===== config.mk =====
export PLATFORM = sky130hd
export DESIGN_NAME = quad_encoder_array
export DESIGN_NICKNAME = d
export VERILOG_FILES = /design/src/rtl/quad_encoder_array.sv
export SDC_FILE = /design/constraint.sdc
export NUM_CORES = 1
export LEC_CHECK = 0
export CORE_MARGIN = 2
export CORE_UTILIZATION = 42
export DETAILED_ROUTE_END_ITERATION = 8
export MAX_ROUTING_LAYER = met4
export PLACE_DENSITY = 0.65
export SLEW_MARGIN = 20
export SYNTH_ARGS = -nofsm -noshare
export SYNTH_HDL_FRONTEND = slang
export SYNTH_SLANG_ARGS = --single-unit

===== constraint.sdc =====
create_clock -name i_clk -period 3.6 [get_ports i_clk]
set_clock_uncertainty 0.05 [all_clocks]
set_input_delay 0.54 -clock i_clk [delete_from_list [all_inputs] [get_ports i_clk]]
set_output_delay 0.54 -clock i_clk [all_outputs]
set_load 0.01 [all_outputs]

===== src/rtl/quad_encoder_array.sv =====
// Multi-channel quadrature decoder: 2-flop synchronizers, 4x decode, wrapping position,
// saturating windowed velocity. Define QENC_GLITCH_FILTER_EN to add a FILT_LEN-sample input filter.
module quad_encoder_array #(
    parameter int N_CH       = 2,
    parameter int CNT_W      = 32,
    parameter int VEL_W      = 16,
    parameter int WIN_CYCLES = 100000,
    parameter int FILT_LEN   = 4
) (
    input  logic                     i_clk,
    input  logic                     i_rstn,
    input  logic                     i_en,
    input  logic [N_CH-1:0]          i_chA,
    input  logic [N_CH-1:0]          i_chB,
    input  logic [N_CH-1:0]          i_clr_pos,
    input  logic                     i_err_clr,
    output logic [N_CH*CNT_W-1:0]    o_pos,
    output logic [N_CH*VEL_W-1:0]    o_vel,
    output logic                     o_vel_valid,
    output logic [N_CH-1:0]          o_dir,
    output logic [N_CH-1:0]          o_err
);

    localparam int WIN_W = (WIN_CYCLES > 2) ? $clog2(WIN_CYCLES) : 1;
    localparam logic signed [VEL_W-1:0] VEL_MAX = {1'b0, {(VEL_W-1){1'b1}}};
    localparam logic signed [VEL_W-1:0] VEL_MIN = -VEL_MAX;
    localparam logic signed [VEL_W-1:0] VEL_ONE = 1;
    localparam logic [CNT_W-1:0]        POS_ONE = 1;

    if (N_CH < 1 || N_CH > 8 || WIN_CYCLES < 2 || FILT_LEN < 1 || VEL_W < 2) begin : g_bad_param
        $error("quad_encoder_array: parameter out of range");
    end

    // Gray phase {A,B} to a 2-bit position so forward is simply +1 mod 4.
    function automatic logic [1:0] gray2bin(input logic [1:0] g);
        return {g[1], g[1] ^ g[0]};
    endfunction

    logic [N_CH-1:0] a_s1, a_s2, b_s1, b_s2;
    logic [1:0]      prime;

    always_ff @(posedge i_clk or negedge i_rstn) begin
        if (!i_rstn) begin
            a_s1  <= '0;
            a_s2  <= '0;
            b_s1  <= '0;
            b_s2  <= '0;
            prime <= '0;
        end else begin
            a_s1  <= i_chA;
            a_s2  <= a_s1;
            b_s1  <= i_chB;
            b_s2  <= b_s1;
            prime <= {prime[0], 1'b1};
        end
    end

    logic [WIN_W-1:0] win_cnt;
    logic             win_tc;

    assign win_tc = i_en && (win_cnt == WIN_W'(WIN_CYCLES - 1));

    always_ff @(posedge i_clk or negedge i_rstn) begin
        if (!i_rstn) begin
            win_cnt     <= '0;
            o_vel_valid <= 1'b0;
        end else begin
            o_vel_valid <= win_tc;
            if (!i_en || win_tc) win_cnt <= '0;
            else                 win_cnt <= win_cnt + WIN_W'(1);
        end
    end

    for (genvar k = 0; k < N_CH; k++) begin : g_ch
        logic                    armed;
        logic [1:0]              prev_ab;
        logic                    a_d, b_d;
        logic [1:0]              cur_ab;
        logic                    fwd, rev, bad, up, dn;
        logic [CNT_W-1:0]        pos_q;
        logic signed [VEL_W-1:0] acc_q, acc_nxt, vel_q;
        logic                    dir_q, err_q;

`ifdef QENC_GLITCH_FILTER_EN
        localparam int FC_W = $clog2(FILT_LEN + 1);
        logic            a_f, b_f;
        logic [FC_W-1:0] a_cnt, b_cnt;

        // Until armed the filter tracks the synchronizer directly so start-up needs no settling.
        always_ff @(posedge i_clk or negedge i_rstn) begin
            if (!i_rstn) begin
                a_f   <= 1'b0;
                b_f   <= 1'b0;
                a_cnt <= '0;
                b_cnt <= '0;
            end else if (!armed) begin
                a_f   <= a_s2[k];
                b_f   <= b_s2[k];
                a_cnt <= '0;
                b_cnt <= '0;
            end else begin
                if (a_s2[k] == a_f) begin
                    a_cnt <= '0;
                end else if (a_cnt == FC_W'(FILT_LEN - 1)) begin
                    a_f   <= a_s2[k];
                    a_cnt <= '0;
                end else begin
                    a_cnt <= a_cnt + FC_W'(1);
                end
                if (b_s2[k] == b_f) begin
                    b_cnt <= '0;
                end else if (b_cnt == FC_W'(FILT_LEN - 1)) begin
                    b_f   <= b_s2[k];
                    b_cnt <= '0;
                end else begin
                    b_cnt <= b_cnt + FC_W'(1);
                end
            end
        end

        assign a_d = a_f;
        assign b_d = b_f;
`else
        assign a_d = a_s2[k];
        assign b_d = b_s2[k];
`endif

        assign cur_ab = {a_d, b_d};

        always_comb begin
            fwd = armed && (gray2bin(cur_ab) == gray2bin(prev_ab) + 2'd1);
            rev = armed && (gray2bin(prev_ab) == gray2bin(cur_ab) + 2'd1);
            bad = armed && (cur_ab == ~prev_ab);
            up  = fwd && i_en && !i_clr_pos[k];
            dn  = rev && i_en && !i_clr_pos[k];
            acc_nxt = acc_q;
            if (up && acc_q != VEL_MAX)      acc_nxt = acc_q + VEL_ONE;
            else if (dn && acc_q != VEL_MIN) acc_nxt = acc_q - VEL_ONE;
        end

        always_ff @(posedge i_clk or negedge i_rstn) begin
            if (!i_rstn) begin
                armed   <= 1'b0;
                prev_ab <= 2'b00;
                pos_q   <= '0;
                acc_q   <= '0;
                vel_q   <= '0;
                dir_q   <= 1'b0;
                err_q   <= 1'b0;
            end else begin
                // Arm only once the synchronizer holds a real sample, never the reset zeros.
                if (!armed) begin
                    if (prime[1]) begin
                        armed   <= 1'b1;
                        prev_ab <= {a_s2[k], b_s2[k]};
                    end
                end else begin
                    prev_ab <= cur_ab;
                end

                if (i_clr_pos[k]) pos_q <= '0;
                else if (up)      pos_q <= pos_q + POS_ONE;
                else if (dn)      pos_q <= pos_q - POS_ONE;

                if (up)      dir_q <= 1'b1;
                else if (dn) dir_q <= 1'b0;

                err_q <= (err_q & ~i_err_clr) | bad;

                if (!i_en) begin
                    acc_q <= '0;
                end else if (win_tc) begin
                    vel_q <= acc_nxt;
                    acc_q <= '0;
                end else begin
                    acc_q <= acc_nxt;
                end
            end
        end

        assign o_pos[k*CNT_W +: CNT_W] = pos_q;
        assign o_vel[k*VEL_W +: VEL_W] = vel_q;
        assign o_dir[k]                = dir_q;
        assign o_err[k]                = err_q;
    end

endmodule


== Yosys cells after proc, flatten, opt, wreduce, memory -nomap -nowiden ==
Index checks and enable logic that the tools add are counted.

* $add $sub $neg: 13
* Equality and inequality tests: 11
* Bitwise gates (word level): 11
* Reductions and logical operators: 30
* Muxes and demuxes: 26

{| class="wikitable"
|+ Operators by type and width
! kind !! count
|-
| 2-to-1 mux 32 bit || 6
|-
| 2-to-1 mux 16 bit || 8
|-
| adder 32 x 1 -> 32 bit, second input constant || 2
|-
| != test 16 bit, second input constant || 4
|-
| subtractor 32 x 1 -> 32 bit, second input constant || 2
|-
| adder 16 x 2 -> 16 bit, second input constant || 2
|-
| subtractor 16 x 2 -> 16 bit, second input constant || 2
|-
| logical AND 1 bit || 19
|-
| adder 17 x 1 -> 17 bit, second input constant || 1
|-
| equality test 17 bit, second input constant || 1
|-
| 2-to-1 mux 17 bit || 1
|-
| equality test 2 bit || 6
|-
| adder 2 x 1 -> 2 bit, second input constant || 4
|-
| 2-to-1 mux 2 bit || 4
|-
| nonzero test 2 bit || 4
|-
| 2-to-1 mux 1 bit || 7
|-
| nonzero test 3 bit || 2
|-
| inverter 2 bit || 2
|-
| bitwise XOR 1 bit || 4
|-
| logical NOT 1 bit || 3
|-
| bitwise AND 1 bit || 2
|-
| OR 1 bit || 2
|-
| AND reduction 2 bit || 1
|-
| logical OR 1 bit || 1
|-
| inverter 1 bit || 1
|}

* Output and inout port bits: 101
* Input port bits: 10
* Bits in registers: 166

== Logic depth before layout (Yosys ltp) ==
* Word-level depth: 11
* Mapped depth: 15
* Gate-level depth less buffers: 14

== Worst setup path after synthesis ==
OpenSTA, ideal clock, no wires.

* Path type: input-to-reg
* From: input port i_clr_pos[0]
* To: register g_ch[0].pos_q[25]
* Data required time: 3484 ps
* Arrival: 4006 ps
* Stages: 13
* Setup slack: -522 ps
* Path buffers: 1
* Setup time: 66 ps
* Path through: clkbuf_1 -> nor4b_4 -> inv_1 -> ha_1 -> and3_1 -> o21ai_0 -> nand4_1 -> a21o_1 -> or3_1 -> a31oi_1 -> o21bai_1 -> nor4b_1 -> a221o_1

* Word-level cells in the longest chain between the ends: 4
* Elaborated cells on any way between the ends: 6
* Classes of those cells: mux (2); reduce/logical (4)

{| class="wikitable"
|+ RTL lines
! what !! line !! text
|-
| from (decl) || 15 || <nowiki>input logic [N_CH-1:0] i_clr_pos,</nowiki>
|-
| logical NOT 1 bit || 134, 135 ||
|-
| logical AND 1 bit || 134 || <nowiki>up = fwd && i_en && !i_clr_pos[k];</nowiki>
|-
| 2-to-1 mux 32 bit || 162 || <nowiki>else if (up) pos_q <= pos_q + POS_ONE;</nowiki>
|-
| 2-to-1 mux 32 bit || 161 || <nowiki>if (i_clr_pos[k]) pos_q <= '0;</nowiki>
|-
| to (signal assigned) || 162 ||
|-
| to (signal assigned) || 163 || <nowiki>else if (dn) pos_q <= pos_q - POS_ONE;</nowiki>
|-
| to (decl) || 80 || <nowiki>logic [CNT_W-1:0] pos_q;</nowiki>
|}

Several ways; a longest one is shown, not always the timed one.
A chain may end at the register's enable or synchronous reset.

== Worst setup path in the final report ==
* From: register g_ch[1].prev_ab[0]
* To: register g_ch[1].pos_q[31]

* Word-level cells in the longest chain between the ends: 8
* Elaborated cells on any way between the ends: 13
* Classes of those cells: add/sub (1); eq/ne (2); mux (2); bitwise (1); reduce/logical (7)

{| class="wikitable"
|+ RTL lines
! what !! line !! text
|-
| from (decl) || 76 || <nowiki>logic [1:0] prev_ab;</nowiki>
|-
| from (signal assigned) || 155 || <nowiki>prev_ab <= {a_s2[k], b_s2[k]};</nowiki>
|-
| from (signal assigned) || 158 || <nowiki>prev_ab <= cur_ab;</nowiki>
|-
| bitwise XOR 1 bit (*) || 36 || <nowiki>return {g[1], g[1] ^ g[0]};</nowiki>
|-
| adder 2 x 1 -> 2 bit || 131 || <nowiki>fwd = armed && (gray2bin(cur_ab) == gray2bin(prev_ab) + 2'd1);</nowiki>
|-
| equality test 2 bit || 131 ||
|-
| logical AND 1 bit || 131 ||
|-
| logical AND 1 bit (2 in series) || 134 ||
|-
| 2-to-1 mux 32 bit || 162 ||
|-
| 2-to-1 mux 32 bit || 161 ||
|-
| to (signal assigned) || 162 ||
|-
| to (signal assigned) || 163 ||
|-
| to (decl) || 80 ||
|}

Every way passes the cells marked *; elsewhere a longest branch is shown, timed or not.

==> out/results.txt <==
Sum of negative setup slack = -0.00776 ns
CTS tree = built
Post-synth EDFFs = 0
Routing usage on met1 = 28.1%
Grt peak-use layer = met2
Initial Util = 42.8%
Power density over the cells = 643 nW/um^2
Die X = 162 microns
Multi-input gate area = 6320 sq um
Row count = 57
TritonCTS Buffers = 17
First-pass GRT wire length = 45.1 mm
FF/Latch Area = 4160 sq um
Worst endpoint data arrival time = 3.87 ns
Drc violations = 0
Final net count = 1,525
Setup violators final = 1
HPWL Detailed = 19.4 mm
Antenna cells = 0
Main synth FF type = dfrtp_1
Vias per cell = 5.31
Root buffer cell = clkbuf_16
Max Fclk = 277 MHz
Antenna violations before repair = 0
Final hold vios = 0
IO Count = 111
Clock latency on the worst-skew pair = 0.43 ns
GPL Wtd Cong = 0.892
GR Util met3 = 2.73%
Area growth, synth to finish = 36.1%
Clock Path Buffers = 2
Distinct cell type count after synthesis = 76
Met2 Usage GRT = 35.8%
Crit Path Max Fanout = 23
Finished Core Util = 58.3%
Max Cap Viol = 0
Syn_nets = 1,244
IO Port Bufs = 110
CTS sink cnt = 166
Sequential share of the synthesized area = 39.8%
Tcrit/Tclk final = 100%
Via count = 9,392
Layout cells sized above 1 = 21.7%
Run status = finished with violations
DRT Pass-1 Iters = 5
Failing checks = setup timing
Avg Cell Area, Syn = 9.07 sq um
DIE AREA = 26,100 sq um
Die height = 162 microns
Global route total overflow = 0
Filler instances = 2,163
DR iter-0 viols = 480
Pin count of the biggest net entering global routing = 80
Hold-fix buffers, CTS = 0
Slew Viols, Final = 0
DRT Wirelength = 27.1 mm
Register bit count reported by yosys = 166
CP required = 3.86 ns
Hold Crit Class = input port to async pin
LEAKAGE = 6.54 nW
Headroom to the max-slew limit = 33.0%
Vias in the first global route = 9,384
Wire per inst = 15.3 microns
Max VDD drop = 0.348 mV
Core Region = 24,400 sq um
Placed insts = 1,720
Post-route setup slack = -0.00776 ns
WS Path Type = flip-flop to flip-flop
Post-Synthesis Cells = 1,151
Final std cells w/o fill = 1,769
Worst slew pin tran = 1.00 ns
GRT Overall Usage = 21.6%
Worst-path clk slew = 0.07 ns
Async set-reset flop share out of synthesis = 100%
Element type at the critical path end = flip-flop
Post-layout minimum cycle time = 3.61 ns
CTS H-Tree Depth = 4
Startpoint Class = flip-flop
Post-detailed-route count of antenna-violating nets = 0
Area of the mapped netlist = 10,400 sq um
RSZ-0062 raised after global routing = yes
Yosys warning count = 0
[routing by layer]
layer / routed length, microns / part of all wire (%)
met3: 854 / 3.1
met4: 476 / 1.8
met1: 12800 / 47
met5: 0 / 0
met2: 13000 / 48
[critical path, stage by stage (launching register included)]
cell        delay, ns
dfrtp_1          0.41
xnor2_2          0.19
nand4_1          0.18
nor2_2           0.21
clkinvlp_4       0.12
buf_12           0.18
buf_4            0.20
ha_1             0.34
nand4_1          0.15
nor2_2           0.20
and4_1           0.22
a32oi_2          0.08
a211oi_1         0.22
o21ai_0          0.10
a211oi_1         0.29
mux2_2           0.36
[logic make-up (layout without fill, tap and decap cells)]
logic type	after synthesis	after routing	share of synthesized area [%]
multiplexers	7	7	0.731
AND/OR/NAND/NOR	421	421	19.2
adder cells (fa/ha/maj)	83	83	10.1
flip-flops	166	166	39.8
XOR/XNOR	105	105	8.88
buffers and inverters	71	365	2.77
other	1	1	0.0359
AO/OA/AOI/OAI	297	297	18.5
[placed cells by master, fill, tap and decap left out, types with 28 or more instances in the layout]
cell type / instances
a21o_1: 33
o21ai_0: 49
nand2_1: 150
xor2_1: 55
ha_1: 73
clkdlybuf4s50_1: 107
xnor2_1: 47
buf_4: 194
nor2_1: 111
dfrtp_1: 165
a21oi_1: 82
nand3_1: 28
[power by group]
part | switching (mW) | total, mW | internal, mW
registers | 0.239 | 2.29 | 2.05
logic | 2.34 | 5.01 | 2.67
clock network | 0.828 | 1.84 | 1.01
total | 3.41 | 9.14 | 5.73
[stage by stage]
stage / hold slack (ns) / power (mW) / worst slack, ns / cell area (sq um)
CTS: 0.148 / 8.85 / 0.00731 / 14000
global placement: 0.285 / 6.82 / -0.649 / 13300
detailed placement: 0.285 / 6.87 / -0.704 / 13300
floorplan: 0.194 / 4.99 / -0.522 / 10600
finish: 0.113 / 9.14 / -0.00776 / 14200
global route: 0.184 / 9.77 / -0.207 / 14200
[registers in the layout, summed over array words and instances (netlist names)]
register	flops
g_ch.armed	2
prime	2
o_vel_valid	1
win_cnt	17
g_ch.dir_q	2
a_s2	2
g_ch.acc_q	32
g_ch.err_q	2
g_ch.vel_q	32
a_s1	2
g_ch.prev_ab	4
g_ch.pos_q	64
b_s1	2
b_s2	2
[worst paths after layout]
check,to,start,slack (ns),cells past startpoint
min reg2reg,b_s2[1],b_s1[1],0.30,0
max reg2reg,g_ch[1].pos_q[31],g_ch[1].prev_ab[0],-0.008,15
min in group i_clk,b_s2[1],b_s1[1],0.30,0
max,g_ch[1].pos_q[31],g_ch[1].prev_ab[0],-0.008,15
max in group asynchronous,g_ch[1].pos_q[12],i_rstn,2.55,2
min,g_ch[1].vel_q[12],i_rstn,0.11,1
[synth_stat cells, types with 4 or more instances]
library cell / number / share of area (%)
a211oi_1: 11 / 0.79
a21boi_0: 5 / 0.36
a21o_1: 33 / 2.4
a21oi_1: 90 / 4.3
a22o_1: 13 / 1.1
a31oi_1: 21 / 1.3
and2_1: 12 / 0.72
and3_1: 14 / 0.84
buf_1: 6 / 0.22
buf_4: 5 / 0.36
clkbuf_1: 33 / 1.2
dfrtp_1: 166 / 40
ha_1: 81 / 9.7
inv_1: 24 / 0.86
mux2_2: 5 / 0.54
nand2_1: 152 / 5.5
nand2b_1: 4 / 0.24
nand3_1: 29 / 1.4
nand4_1: 19 / 1.1
nor2_1: 113 / 4.1
nor2b_1: 8 / 0.48
nor3_1: 20 / 0.96
nor4_1: 9 / 0.54
nor4b_1: 5 / 0.42
o211ai_1: 5 / 0.36
o21a_1: 7 / 0.50
o21ai_0: 60 / 2.9
o21ai_1: 8 / 0.38
o21bai_1: 4 / 0.29
o31ai_1: 6 / 0.43
or3_1: 10 / 0.60
or4_1: 5 / 0.36
xnor2_1: 48 / 4.0
xor2_1: 56 / 4.7
[cell type report]
cell class / instances / area share (%)
well taps: 324 / 2.85
flip-flops and latches: 166 / 29.2
multi-input cells: 914 / 44.5
inverters: 24 / 0.660
clock inverters: 13 / 0.933
repair buffers: 309 / 18.7
clock buffers: 19 / 3.19
[timing repair]
action	CTS	global route
buffers inserted	8	9
pin swaps	10	21
resized for setup	13	44
endpoints found under the setup margin	21	23
(Power assumes the default switching activity.)
